## src/rtl/bus_arb_pkg.sv

```systemverilog
// bus_arb_pkg: shared types and helpers for the bus arbiter slice.
// Holds the arbiter state enum, a clog2 helper and the round-robin picker.
package bus_arb_pkg;

  typedef enum logic [1:0] {
    IDLE    = 2'd0,
    GRANTED = 2'd1,
    HANDOFF = 2'd2
  } arb_state_t;

  localparam int MAX_M = 32;

  function automatic int clog2(input int v);
    int r;
    r = 0;
    for (int p = 1; p < v; p = p * 2) r++;
    return r;
  endfunction

  // First set bit scanning upward from last+1, wrapping mod n.
  // Scanning k downward lets the nearest candidate overwrite the others,
  // and k=n (last itself) has the lowest priority.
  function automatic int rr_pick(
    input logic [MAX_M-1:0] req,
    input int               n,
    input int               last
  );
    int idx;
    rr_pick = last;
    for (int k = n; k >= 1; k--) begin
      idx = (last + k) % n;
      if (req[idx]) rr_pick = idx;
    end
  endfunction

endpackage

```

## src/rtl/bus_watchdog.sv

```systemverilog
// bus_watchdog: pending-access detect, timeout counter and abort pulse.
// Ports: clk, rst, rd_bus, wr_bus, fc_bus in; fire (comb), watchdog (reg) out.
module bus_watchdog
  import bus_arb_pkg::*;
#(
  parameter int TIMEOUT_CYCLES = 256
) (
  input  logic clk,
  input  logic rst,
  input  logic rd_bus,
  input  logic wr_bus,
  input  logic fc_bus,
  output logic fire,
  output logic watchdog
);

  localparam int CNT_W = clog2(TIMEOUT_CYCLES);

  logic [CNT_W-1:0] count;
  logic             pending;

  // rd and wr together is an invalid cycle, not an access
  assign pending = (rd_bus ^ wr_bus) && !fc_bus;
  assign fire    = pending &&
                   (count == CNT_W'(TIMEOUT_CYCLES - 1));

  always_ff @(posedge clk or posedge rst) begin
    if (rst) begin
      count    <= '0;
      watchdog <= 1'b0;
    end else begin
      watchdog <= fire;
      if (!pending || fire)
        count <= '0;
      else
        count <= count + CNT_W'(1);
    end
  end

endmodule

```

## src/rtl/bus_arbiter.sv

```systemverilog
// bus_arbiter: round-robin bus_req/bus_grant owner plus bus watchdog.
// Ports: clk, rst, bus_req, rd/wr/fc_bus in; bus_grant, watchdog, fault_id, fault_valid out.
// Option: define BUS_ARB_PARK_EN to park PARK_MASTER on the bus when idle.
module bus_arbiter
  import bus_arb_pkg::*;
#(
  parameter int NUM_MASTERS    = 4,
  parameter int TIMEOUT_CYCLES = 256,
  parameter int PARK_MASTER    = 0
) (
  input  logic                            clk,
  input  logic                            rst,
  input  logic [NUM_MASTERS-1:0]          bus_req,
  output logic [NUM_MASTERS-1:0]          bus_grant,
  input  logic                            rd_bus,
  input  logic                            wr_bus,
  input  logic                            fc_bus,
  output logic                            watchdog,
  output logic [clog2(NUM_MASTERS)-1:0]   fault_id,
  output logic                            fault_valid
);

  localparam int OWN_W = clog2(NUM_MASTERS);
  localparam logic [OWN_W-1:0] LAST_RST =
    OWN_W'(NUM_MASTERS - 1);

  arb_state_t             state;
  arb_state_t             state_n;
  logic [NUM_MASTERS-1:0] grant_n;
  logic [OWN_W-1:0]       last_owner;
  logic [OWN_W-1:0]       owner_n;
  logic [OWN_W-1:0]       winner;
  logic [MAX_M-1:0]       req_ext;
  logic                   fire;

  function automatic logic [NUM_MASTERS-1:0] onehot(
    input logic [OWN_W-1:0] i
  );
    onehot    = '0;
    onehot[i] = 1'b1;
  endfunction

  assign req_ext = MAX_M'(bus_req);
  assign winner  = OWN_W'(rr_pick(req_ext, NUM_MASTERS,
                                  int'(last_owner)));

`ifdef BUS_ARB_PARK_EN
  localparam logic [OWN_W-1:0] PARK_IDX = OWN_W'(PARK_MASTER);
`endif

  always_comb begin
    state_n = state;
    grant_n = bus_grant;
    owner_n = last_owner;
    unique case (state)
      IDLE: begin
        if (|bus_req) begin
`ifdef BUS_ARB_PARK_EN
          // Parked grant going to someone else: one zero
          // cycle for turnaround, then arbitrate from IDLE.
          if (bus_grant != '0 && winner != PARK_IDX) begin
            grant_n = '0;
          end else begin
            grant_n = onehot(winner);
            owner_n = winner;
            state_n = GRANTED;
          end
`else
          grant_n = onehot(winner);
          owner_n = winner;
          state_n = GRANTED;
`endif
        end else begin
`ifdef BUS_ARB_PARK_EN
          grant_n = onehot(PARK_IDX);
`else
          grant_n = '0;
`endif
        end
      end
      GRANTED: begin
        if (!bus_req[last_owner]) begin
          grant_n = '0;
          state_n = HANDOFF;
        end
      end
      HANDOFF: begin
        grant_n = '0;
        state_n = IDLE;
      end
      default: begin
        grant_n = '0;
        state_n = IDLE;
      end
    endcase
  end

  always_ff @(posedge clk or posedge rst) begin
    if (rst) begin
      state       <= IDLE;
      bus_grant   <= '0;
      last_owner  <= LAST_RST;
      fault_id    <= '0;
      fault_valid <= 1'b0;
    end else begin
      state      <= state_n;
      bus_grant  <= grant_n;
      last_owner <= owner_n;
      if (fire) begin
        fault_id    <= last_owner;
        fault_valid <= 1'b1;
      end
    end
  end

  bus_watchdog #(
    .TIMEOUT_CYCLES(TIMEOUT_CYCLES)
  ) u_wd (
    .clk     (clk),
    .rst     (rst),
    .rd_bus  (rd_bus),
    .wr_bus  (wr_bus),
    .fc_bus  (fc_bus),
    .fire    (fire),
    .watchdog(watchdog)
  );

endmodule
```

## config.mk

```make
export PLATFORM = sky130hd
export DESIGN_NAME = bus_arbiter
export DESIGN_NICKNAME = d
export VERILOG_FILES = /design/src/rtl/bus_arb_pkg.sv /design/src/rtl/bus_watchdog.sv /design/src/rtl/bus_arbiter.sv
export SDC_FILE = /design/constraint.sdc
export NUM_CORES = 1
export LEC_CHECK = 0
export ABC_CLOCK_PERIOD_IN_PS = 2300
export CORE_MARGIN = 5
export CORE_UTILIZATION = 53
export CTS_BUF_LIST = sky130_fd_sc_hd__clkbuf_4
export DETAILED_ROUTE_END_ITERATION = 8
export PLACE_DENSITY = 0.8
export SYNTH_ARGS = -nofsm -noshare
export SYNTH_HDL_FRONTEND = slang
export SYNTH_HIERARCHICAL = 1
export SYNTH_SLANG_ARGS = --single-unit
export TNS_END_PERCENT = 1
```

## constraint.sdc

```tcl
create_clock -name clk -period 2.3 [get_ports clk]
set_input_delay 0.46 -clock clk [delete_from_list [all_inputs] [get_ports clk]]
set_output_delay 0.46 -clock clk [all_outputs]
set_load 0.005 [all_outputs]
```

* Word level (Yosys, flattened, before mapping)
Cells that the tools add are included.
** Cells by class
- Reduce and logical (&&, ||, !) cells :: 14
- Bitwise logic cells :: 5
- Equal/unequal tests :: 4
- Order comparisons :: 7
- $add $sub $neg :: 5
- Muxes and demuxes :: 27
** Operator list (number)
- $lt 3x7->1 const B :: 4
- $bmux 1 s3 :: 4
- $mux 2 :: 6
- $mux 1 :: 10
- $add 8x1->8 const B :: 1
- $eq 8x8->1 const B :: 1
- $mux 4 :: 2
- $mux 8 :: 1
- $pmux 4 s2 :: 1
- $reduce_or 2->1 :: 4
- $lt 2x3->1 const B :: 2
- $add 2x1->2 const B :: 2
- $add 2x2->2 const B :: 2
- $and 1x1->1 const A :: 4
- $ne 2x2->1 const B :: 2
- $pmux 2 s2 :: 1
- $reduce_and 2->1 :: 2
- $reduce_or 4->1 :: 1
- $logic_and 1x1->1 :: 3
- $bmux 1 s2 :: 1
- $demux 1 s2 :: 1
- $eq 2x1->1 const B :: 1
- $ge 2x1->1 const B :: 1
- $logic_not 1->1 :: 2
- other kinds (3) :: 3
** Word-level totals
- Output and inout port bits :: 8
- Word-level logic and storage cells :: 69
- Register bits :: 20
- Bits of input ports :: 9

* Logic depth before layout (Yosys ltp)
Gate-level depths: netlist (run 1).
- Depth after elaboration :: 16
- Gate-level depth with buffers :: 4

* By module
Netlist (run 1), hierarchy kept.
** Modules (own cells, without submodules)
- bus_arbiter :: cells an instance 43, area each 521.8 µm², times used 1
- bus_watchdog :: cells an instance 43, area each 439.2 µm², times used 1

* Worst setup path before layout (run 1)
Ideal clock, no wire load.
- Path kind :: input -> register
- Start point :: in wr_bus
- End point :: reg fault_id[0]
- Arrival :: 1.626 ns
- Slack :: 0.549 ns
- Library setup time :: 0.125 ns
- Data required time :: 2.175 ns
- Stages :: 4
- Buffers on the path :: 0
- Cells stage by stage :: xor2_1 > nand2_1 > nor4_1 > mux2_2
** Between the ends
- Word-level cells in the longest chain between the ends :: 3
** RTL lines
- from (decl) :: line bus_arbiter.sv:16 : input logic wr_bus,
- $xor 1x1->1 :: line bus_watchdog.sv:23 : assign pending = (rd_bus ^ wr_bus) && !fc_bus;
- $logic_and 1x1->1 :: line bus_watchdog.sv:23
- $logic_and 1x1->1 :: line bus_watchdog.sv:24 : assign fire = pending &&
- named net fire :: line bus_arbiter.sv:34 : logic fire;
- to (signal assigned) :: line bus_arbiter.sv:110 : fault_id <= last_owner;
- to (decl) :: line bus_arbiter.sv:19 : output logic [clog2(NUM_MASTERS)-1:0] fault_id,
The timed path passes the listed nets, and every way through them passes these cells.
A chain may end at the register's enable or synchronous reset.

* Worst setup path after layout (run 1)
- Start point :: in wr_bus
- End point :: reg fault_id[1]
Same word-level chain as after synthesis.

==> flow_summary.toml, run 1 <==
[run_status]
status = "complete, no violations"

[placed_design]
dpl.hpwl_um = 1450
gp_congestion = 0.829
port_buffers = 16
dpl_cell_area_um2 = 1160

[global_routing]
grt_pass1_vias = 780
grt_pass1_wl_um = 3380
grt_max_degree = 13
antenna_found_initial = 0
grt_usage_pct = 17.2
overflow = 0

[pwr]
leakage_nw = 0.540
ir_drop_mv = 0.873
p_per_area_nw_per_um2 = 924

[yosys]
yosys_warnings = 6
synth_common_cells = "18 x dfrtp_1, 7 x inv_1, 6 x nor2_1"
syn_nets = 96
synthArstFlopShare_pct = 100
synth_edf_count = 0
synth_top_cell_area_share_pct = 46.9
ys_seq_elements = 20
synth_area_leaders = "dfrtp_1 47%, dfstp_2 5.5%, inv_1 2.7%, xor2_1 2.7%, a21oi_1 2.6%"
synth.most_common_cell = "dfrtp_1"
synthCells = 86
ys.flop_type = "dfrtp_1"
synth_cell_types = 36
yosys.area.top_type = "dfrtp_1"
ys_seq_area_share_pct = 52.3
syn_area_um2 = 961
avgSynthCellArea_um2 = 11.2

[layout]
multi_input_comb_area_um2 = 428
num_antenna_cells = 0
final-seq-area_um2 = 503
drive_above_1_share_pct = 16.8
nFillCells = 123
syn2layout_area_growth_pct = 26.6
design_area_um2 = 1220
layout.nets = 118

[drt]
wl_per_cell_um = 15.1
drtIter0Drc = 11
final_antenna_net_count = 0
vias_per_cell = 5.67
wl_um = 2000
vias = 749
dr.pass1.iters = 4
drc = 0

[setup_path]
path_cells = "clkdlybuf4s50_1 -> xor2_1 -> nand2_1 -> nor4_1 -> buf_4 -> mux2_2"
cp_slowest_stage_delay_ns = 0.47
worst_ep_arrival_time_ns = 2.05
worstSetupEndpointType = "flip-flop"
start_kind = "input port"
required_ns = 2.50
crit_type = "in -> reg"
critPathMaxFanout = 4
slowest_stage = "clkdlybuf4s50_1"

[clock_network]
cts_buffers = 3
clkSinkCount = 20
cts_tree = "built"
h-tree-depth = 1
cts_hold_buffers = 0
cts_resized = 0
clk_latency_ns = 0.31
post_cts_buffers = 0
cts_buffer_depth = 2
clk_pin_slew_ns = 0.12
cts-root-buf = "clkbuf_4"

[die]
die_area_um2 = 2760
core_um2 = 1730
rows = 15
ios = 17
initial_core_util_pct = 55.7
die_w_um = 52.6
die_h_um = 52.6

[job]
drv_cap = 0

[timing]
fin_tns_setup_ns = 0
fin_crit_ns = 1.85
setup_viol = 0
slew_violations = 0
skew_ns = 0.00585
rsz0062_at_grt = "false"
post-route-period-util_pct = 80.4
worst_slew_margin_rel_pct = 69.3
hold_viol = 0
fmax_mhz = 541
worst_pin_slew_ns = 0.460

[min_path]
worst_hold_path_type = "in -> async"
-- per-layer routing --
metal	track usage (%)	wire length, um	up-vias
met5	0	0	-
li1	-	-	355
met4	8.51	15	0
met1	22.6	960	365
met3	5.70	129	2
met2	25.0	892	27
-- kinds of logic after synthesis --
group | synth area share [%]
muxes | 4.69
and+or+nand+nor | 17.7
xor gates and xnor gates | 3.65
adders and majority gates | 1.30
AOI/OAI and AO/OA | 17.2
buffers and inverters | 3.13
DFF | 52.3
-- per-stage QoR --
step	hold WS [ns]	total power [mW]	cells	util (%)	setup WS (ns)
2_1_floorplan	0.288	0.704	86	-	0.549
3_3_place_gp	0.457	0.820	128	67.4	0.139
3_5_place_dp	0.453	0.829	128	67.4	0.147
4_1_cts	0.437	1.12	132	70.4	0.451
5_1_grt	0.439	1.18	132	70.4	0.358
6_report	0.425	1.12	132	70.4	0.450
-- state kept, by name, indices dropped and copies added (netlist names) --
register / count
u_wd/count: 8
bus_grant: 4
fault_id: 2
last_owner: 2
state: 2
fault_valid: 1
u_wd/watchdog: 1
-- critical path: cells and delay by family --
family	cells	cell delay, ns
multiplexers	1	0.33
buffers and inverters	2	0.65
XOR/XNOR	1	0.22
AND/OR/NAND/NOR	2	0.39
-- cell type report --
cell class	instances	area share (%)
clock buffer	3	1.85
clock inverter	1	2.47
inverter	7	2.16
multi-input combinational	58	35.2
sequential	20	41.4
tap	25	2.57
timing repair buffer	18	14.4
-- path summary, 6_finish.rpt --
path	start	to	slack [ns]	depth (start not counted)
worst max-delay path	wr_bus	fault_id[1]$_DFFE_PP0P_	0.45	6
worst min-delay path	rst	u_wd/count[3]$_DFF_PP0_	0.42	2
worst max register to register	last_owner[0]$_DFFE_PP1P_	bus_grant[3]$_DFFE_PP0P_	0.60	3
worst min register to register	fault_valid$_DFFE_PP0P_	fault_valid$_DFFE_PP0P_	0.49	1
max in group asynchronous	rst	last_owner[0]$_DFFE_PP1P_	1.51	2
min in group clk	fault_valid$_DFFE_PP0P_	fault_valid$_DFFE_PP0P_	0.49	1
-- cell usage in the layout (no fill, tap or decap), drive strengths merged, types with 2 or more instances in the layout --
cell type and count:
dfrtp 18, clkdlybuf4s50 16, inv 7, nor2 6
a21oi 5, o21ai 5, nand2b 4, nand2 4
clkbuf 3, xor2 3, nand3 3, or3 3
mux2 2, nor4 2, a22o 2, dfstp 2
buf 2, a32o 2
-- power breakdown --
part           total, mW  internal [mW]  switching [mW]
combinational      0.335          0.187           0.148
clock              0.291          0.176           0.114
sequential         0.498          0.429          0.0692
total               1.12          0.792           0.331
Power figures use the tool's default switching activity.
==> run 2: changes to the inputs <==
--- a/config.mk
+++ b/config.mk
@@ -5,12 +5,12 @@
 export SDC_FILE = /design/constraint.sdc
 export NUM_CORES = 1
 export LEC_CHECK = 0
-export ABC_CLOCK_PERIOD_IN_PS = 2300
+export ABC_CLOCK_PERIOD_IN_PS = 1640
 export CORE_MARGIN = 5
-export CORE_UTILIZATION = 53
+export CORE_UTILIZATION = 48
 export CTS_BUF_LIST = sky130_fd_sc_hd__clkbuf_4
 export DETAILED_ROUTE_END_ITERATION = 8
-export PLACE_DENSITY = 0.8
+export PLACE_DENSITY = 0.77
 export SYNTH_ARGS = -nofsm -noshare
 export SYNTH_HDL_FRONTEND = slang
 export SYNTH_HIERARCHICAL = 1
==> constraint.sdc (replaced) <==
create_clock -name clk -period 1.64 [get_ports clk]
set_input_delay 0.328 -clock clk [delete_from_list [all_inputs] [get_ports clk]]
set_output_delay 0.328 -clock clk [all_outputs]
set_load 0.005 [all_outputs]
==> run 2 against run 1 <==
- total power rose by 32%
- critical path depth decreased by 3
- clock-buffer cell count did not move
- hold slack worse by 0.12 ns
- sequential power rose by 36%
- sequential cell count is the same
- sequential share of layout area fell by 3.1 points
- via count rose by 5.3%
- global-route usage shrank 0.29 points
- core utilization shrank 2.7 points
- highest routed layer is now met3
==> flow_summary.toml, run 2 (synthesis results as in run 1) <==
[layout]
nFillCells = 163
syn2layout_area_growth_pct = 37.0
regMostFlops = "u_wd/count"
final_cell_count_no_fill = 149
layout_commonest_cell = "dfrtp_1"
largest_reg_flops = 8
num_antenna_cells = 0
layout.nets = 133
post-route-util_pct = 67.8
design_area_um2 = 1320
layout_common_cells = "18 x dfrtp_1, 17 x buf_4, 16 x clkdlybuf4s50_1"
drive_above_1_share_pct = 28.7
reg_top3 = "u_wd/count (8), bus_grant (4)"

[die]
die_w_um = 54.7
die_area_um2 = 3000
initial_core_util_pct = 49.5
ios = 17
die_h_um = 54.7
rows = 16
core_um2 = 1940

[job]
drv_cap = 0

[timing]
slew_violations = 0
fin_tns_setup_ns = 0
hold_viol = 0
fin_ws_ns = 0.00856
hold_slack_ns = 0.308
rsz0062_at_grt = "true"
setup_viol = 0
fmax_mhz = 613
fin_crit_ns = 1.63
worst_slew_margin_rel_pct = 71.9
worst_pin_slew_ns = 0.421
skew_ns = 0.00398
post-route-period-util_pct = 99.5

[pwr]
p_total_mw = 1.48
ir_drop_mv = 1.12
p_per_area_nw_per_um2 = 1130
leakage_nw = 0.600

[clock_network]
clk_pin_slew_ns = 0.10
cts-root-buf = "clkbuf_4"
cts_hold_buffers = 0
clk_latency_ns = 0.29
h-tree-depth = 1
clkSinkCount = 20
cts_buffers = 3
cts_tree = "built"
cts_buffer_depth = 2

[setup_path]
slowest_stage = "dfstp_2"
path_delay_family = "flip-flops"
r2r-start = "last_owner[0]$_DFFE_PP1P_"
required_ns = 1.83
startpoint = "last_owner[0]$_DFFE_PP1P_"
crit_type = "reg -> reg"
critPathMaxFanout = 5
start_kind = "flip-flop"
path_cells = "mux4_2 -> and3b_4 -> a22o_1"
critPathBufInv = 0
worstSetupEndpointType = "flip-flop"
worst_ep_arrival_time_ns = 1.82
cp_slowest_stage_delay_ns = 0.58

[drt]
wl_um = 2050
final_antenna_net_count = 0
vias_per_cell = 5.30
dr.pass1.iters = 4
drtIter0Drc = 5
drc = 0
wl_per_cell_um = 13.8
vias = 789

[global_routing]
grt_pass1_vias = 801
overflow = 0
antenna_found_initial = 0
grt_pass1_wl_um = 3590
grt_usage_pct = 16.9
grt_max_degree = 12

[run_status]
status = "complete, no violations"

[placed_design]
dpl.hpwl_um = 1620
placed_cells = 141
gp_congestion = 0.763
pre_cts_ws_ns = -0.367
port_buffers = 16
dpl_cell_area_um2 = 1250

[min_path]
worst_hold_path_type = "in -> async"
## run 2: layer usage
layer  up-vias  part of all wire (%)  routed length, um  track usage [%]
met5         -                     0                  0                0
met4         0                     0                  0             3.73
met3         0                   3.5                 72             4.90
met2        16                    56               1140             28.7
met1       387                    41                837             21.0
li1        386                     -                  -                -
## run 2: layout make-up
| cell class | count | area (um^2) | share of cell area (%) |
|---|---|---|---|
| Sequential cell | 20 | 503 | 38.2 |
| Inverter | 7 | 26.3 | 2.00 |
| Multi-Input combinational cell | 58 | 439 | 33.4 |
| Tap cell | 27 | 33.8 | 2.57 |
| Timing Repair Buffer | 33 | 288 | 21.9 |
| Clock buffer | 3 | 22.5 | 1.71 |
| Clock inverter | 1 | 3.75 | 0.285 |
## run 2: path summary, 6_finish.rpt
check	end	slack, ns	cells after the start
min reg2reg	fault_valid$_DFFE_PP0P_	0.49	1
max reg2reg	bus_grant[3]$_DFFE_PP0P_	0.009	3
max	bus_grant[3]$_DFFE_PP0P_	0.009	3
max in group asynchronous	last_owner[0]$_DFFE_PP1P_	0.98	2
min in group clk	fault_valid$_DFFE_PP0P_	0.49	1
min	u_wd/watchdog$_DFF_PP0_	0.31	2
## run 2: worst register-to-register path, cell delays in order, from the launching register on
cell and delay [ns]:
dfstp_2 0.58, mux4_2 0.52, and3b_4 0.23, a22o_1 0.21
## run 2: timing repair
action / in CTS / in global routing
setup endpoints to repair: 4 / 6
resized for setup: 1 / 2
setup buffers: 1 / 3
pin swaps: 4 / 1
## run 2: power breakdown
group / switching, mW / internal [mW] / leakage, nW
logic: 0.238 / 0.337 / 0.319
registers: 0.0785 / 0.600 / 0.265
clock network: 0.139 / 0.0885 / 0.0154
total: 0.456 / 1.03 / 0.600
==> run 3: changes to the inputs <==
--- a/config.mk
+++ b/config.mk
@@ -5,12 +5,14 @@
 export SDC_FILE = /design/constraint.sdc
 export NUM_CORES = 1
 export LEC_CHECK = 0
-export ABC_CLOCK_PERIOD_IN_PS = 1640
+export ABC_CLOCK_PERIOD_IN_PS = 1600
+export CAP_MARGIN = 10
 export CORE_MARGIN = 5
-export CORE_UTILIZATION = 48
+export CORE_UTILIZATION = 53
 export CTS_BUF_LIST = sky130_fd_sc_hd__clkbuf_4
 export DETAILED_ROUTE_END_ITERATION = 8
-export PLACE_DENSITY = 0.77
+export GPL_ROUTABILITY_DRIVEN = 0
+export PLACE_DENSITY = 0.8
 export SYNTH_ARGS = -nofsm -noshare
 export SYNTH_HDL_FRONTEND = slang
 export SYNTH_HIERARCHICAL = 1
==> constraint.sdc (replaced) <==
create_clock -name clk -period 1.6 [get_ports clk]
set_input_delay 0.32 -clock clk [delete_from_list [all_inputs] [get_ports clk]]
set_output_delay 0.32 -clock clk [all_outputs]
set_load 0.005 [all_outputs]
==> run 3 against run 2 <==
- the run now ends with setup timing left
- worst setup slack got worse by 0.074 ns
- wire length increased by 5.0%
- sequential share of layout area decreased by 0.92 points
- via count increased by 0.38%
- maximum frequency decreased by 2.0%
- first-iteration DRC count unchanged
- die area decreased by 7.7%
- sequential cell count unchanged
- clock skew increased by 0.0035 ns
- hold slack improved by 0.0011 ns
- clock-buffer cell count unchanged
- critical endpoint is now bus_grant[1]$_DFFE_PP0P_
==> flow_summary.toml, run 3 (synthesis results as in run 1) <==
[pwr]
seqPwrFrac_pct = 41.5
leakage_nw = 0.616
comb_power_share_pct = 34.3
p_switching_uw = 485
swShare_pct = 28.5
ir_drop_mv = 1.27
clkPwrFrac_pct = 24.2
p_per_area_nw_per_um2 = 1260
intPower_mw = 1.21

[global_routing]
grt_use_met2_pct = 35.1
grt_max_degree = 13
grt_pass1_wl_um = 3750
grt_usage_pct = 18.4
grt-busiest-layer = "met2"
grt_pass1_vias = 879
met3_usage_pct = 5.41
overflow = 0
met1_usage_pct = 20.1
antenna_found_initial = 0

[timing]
rsz0062_at_grt = "true"
post-route-period-util_pct = 104
hold_viol = 0
hold_slack_ns = 0.309
fin_ws_ns = -0.0653
fin_tns_setup_ns = -0.240
fmax_mhz = 600
worst_pin_slew_ns = 0.434
worst_slew_margin_rel_pct = 71.0
fin_crit_ns = 1.67
slew_violations = 0
setup_viol = 4
skew_ns = 0.00744

[setup_path]
crit_type = "reg -> reg"
start_kind = "flip-flop"
critPathMaxFanout = 5
worst_ep_arrival_time_ns = 1.87
worstSetupEndpointType = "flip-flop"
required_ns = 1.80

[layout]
drive_above_1_share_pct = 28.3
num_antenna_cells = 0
final_cell_count_no_fill = 145
layout_common_cells = "18 x dfrtp_1, 16 x clkdlybuf4s50_1, 15 x buf_4"
layout_commonest_cell = "dfrtp_1"
reg_top3 = "u_wd/count (8), bus_grant (4)"
regMostFlops = "u_wd/count"
design_area_um2 = 1350
nFillCells = 127
largest_reg_flops = 8
layout.nets = 131
syn2layout_area_growth_pct = 40.4

[drt]
vias = 792
dr.pass1.iters = 4
wl_per_cell_um = 14.9
drc = 0
vias_per_cell = 5.46
final_antenna_net_count = 0
wl_um = 2160
drtIter0Drc = 5

[clock_network]
clk_latency_ns = 0.30
cts_buffer_depth = 2
clkSinkCount = 20
h-tree-depth = 1
cts_hold_buffers = 0
cts_tree = "built"
post_cts_buffers = 0
clk_pin_slew_ns = 0.12
cts_buffers = 3
cts-root-buf = "clkbuf_4"

[placed_design]
placed_cells = 141
dpl_cell_area_um2 = 1270
pre_cts_ws_ns = -0.493
port_buffers = 16
dpl.hpwl_um = 1720

[run_status]
status = "finished, violations left"
violations = "setup timing"

[die]
ios = 17
die_area_um2 = 2760
core_um2 = 1730
die_w_um = 52.6
die_h_um = 52.6
initial_core_util_pct = 55.7
rows = 15

[job]
drv_cap = 0

[min_path]
worst_hold_path_type = "in -> async"
-- run 3: repair_timing --
item,4_1_cts,5_1_grt
pin swaps,3,0
endpoints found under the hold margin,0,0
gates cloned,0,0
resized for setup,2,2
endpoints found under the setup margin,7,7
-- run 3: routing by layer --
metal / wire [um] / part of all wire, %
met1: 837 / 39
met2: 1180 / 55
met4: 35 / 1.6
met5: 0 / 0
met3: 102 / 4.7
-- run 3: through the flow --
stage / utilization (%) / power [mW]
after floorplan: - / 1.02
after global placement: 73.4 / 1.27
after detailed placement: 73.4 / 1.29
after CTS: 77.1 / 1.70
after global routing: 78.1 / 1.80
final: 78.1 / 1.70
-- run 3: final timing paths --
path,startpoint,to,slack (ns),cells past startpoint
hold reg to reg,state[1]$_DFFE_PP0P_,state[1]$_DFFE_PP0P_,0.48,1
max in group asynchronous,rst,last_owner[0]$_DFFE_PP1P_,0.95,2
hold / removal,rst,u_wd/watchdog$_DFF_PP0_,0.31,2
setup reg to reg,last_owner[0]$_DFFE_PP1P_,bus_grant[1]$_DFFE_PP0P_,-0.07,3
min in group clk,state[1]$_DFFE_PP0P_,state[1]$_DFFE_PP0P_,0.48,1
setup / recovery,last_owner[0]$_DFFE_PP1P_,bus_grant[1]$_DFFE_PP0P_,-0.07,3
-- run 3: power groups by stage --
stage | combinational (mW) | clock (mW) | sequential [mW]
floorplan | 0.334 | 0 | 0.682
CTS | 0.582 | 0.415 | 0.703
global route | 0.640 | 0.438 | 0.721
global placement | 0.566 | 0 | 0.704
finish | 0.583 | 0.411 | 0.705
detailed placement | 0.577 | 0 | 0.710
-- run 3: critical path, stage by stage (launching register included) --
cell     delay (ns)
dfstp_2        0.60
mux4_2         0.52
and3b_4        0.23
a32o_2         0.22
-- run 3: layout make-up --
class                   count  area [um^2]  share of cell area (%)
inverters                   7         26.3                    1.95
flip-flops and latches     20          503                    37.3
clock buffers               3         22.5                    1.67
repair buffers             31          273                    20.2
well taps                  25         31.3                    2.32
clock inverters             1         30.0                    2.23
multi-input cells          58          463                    34.3
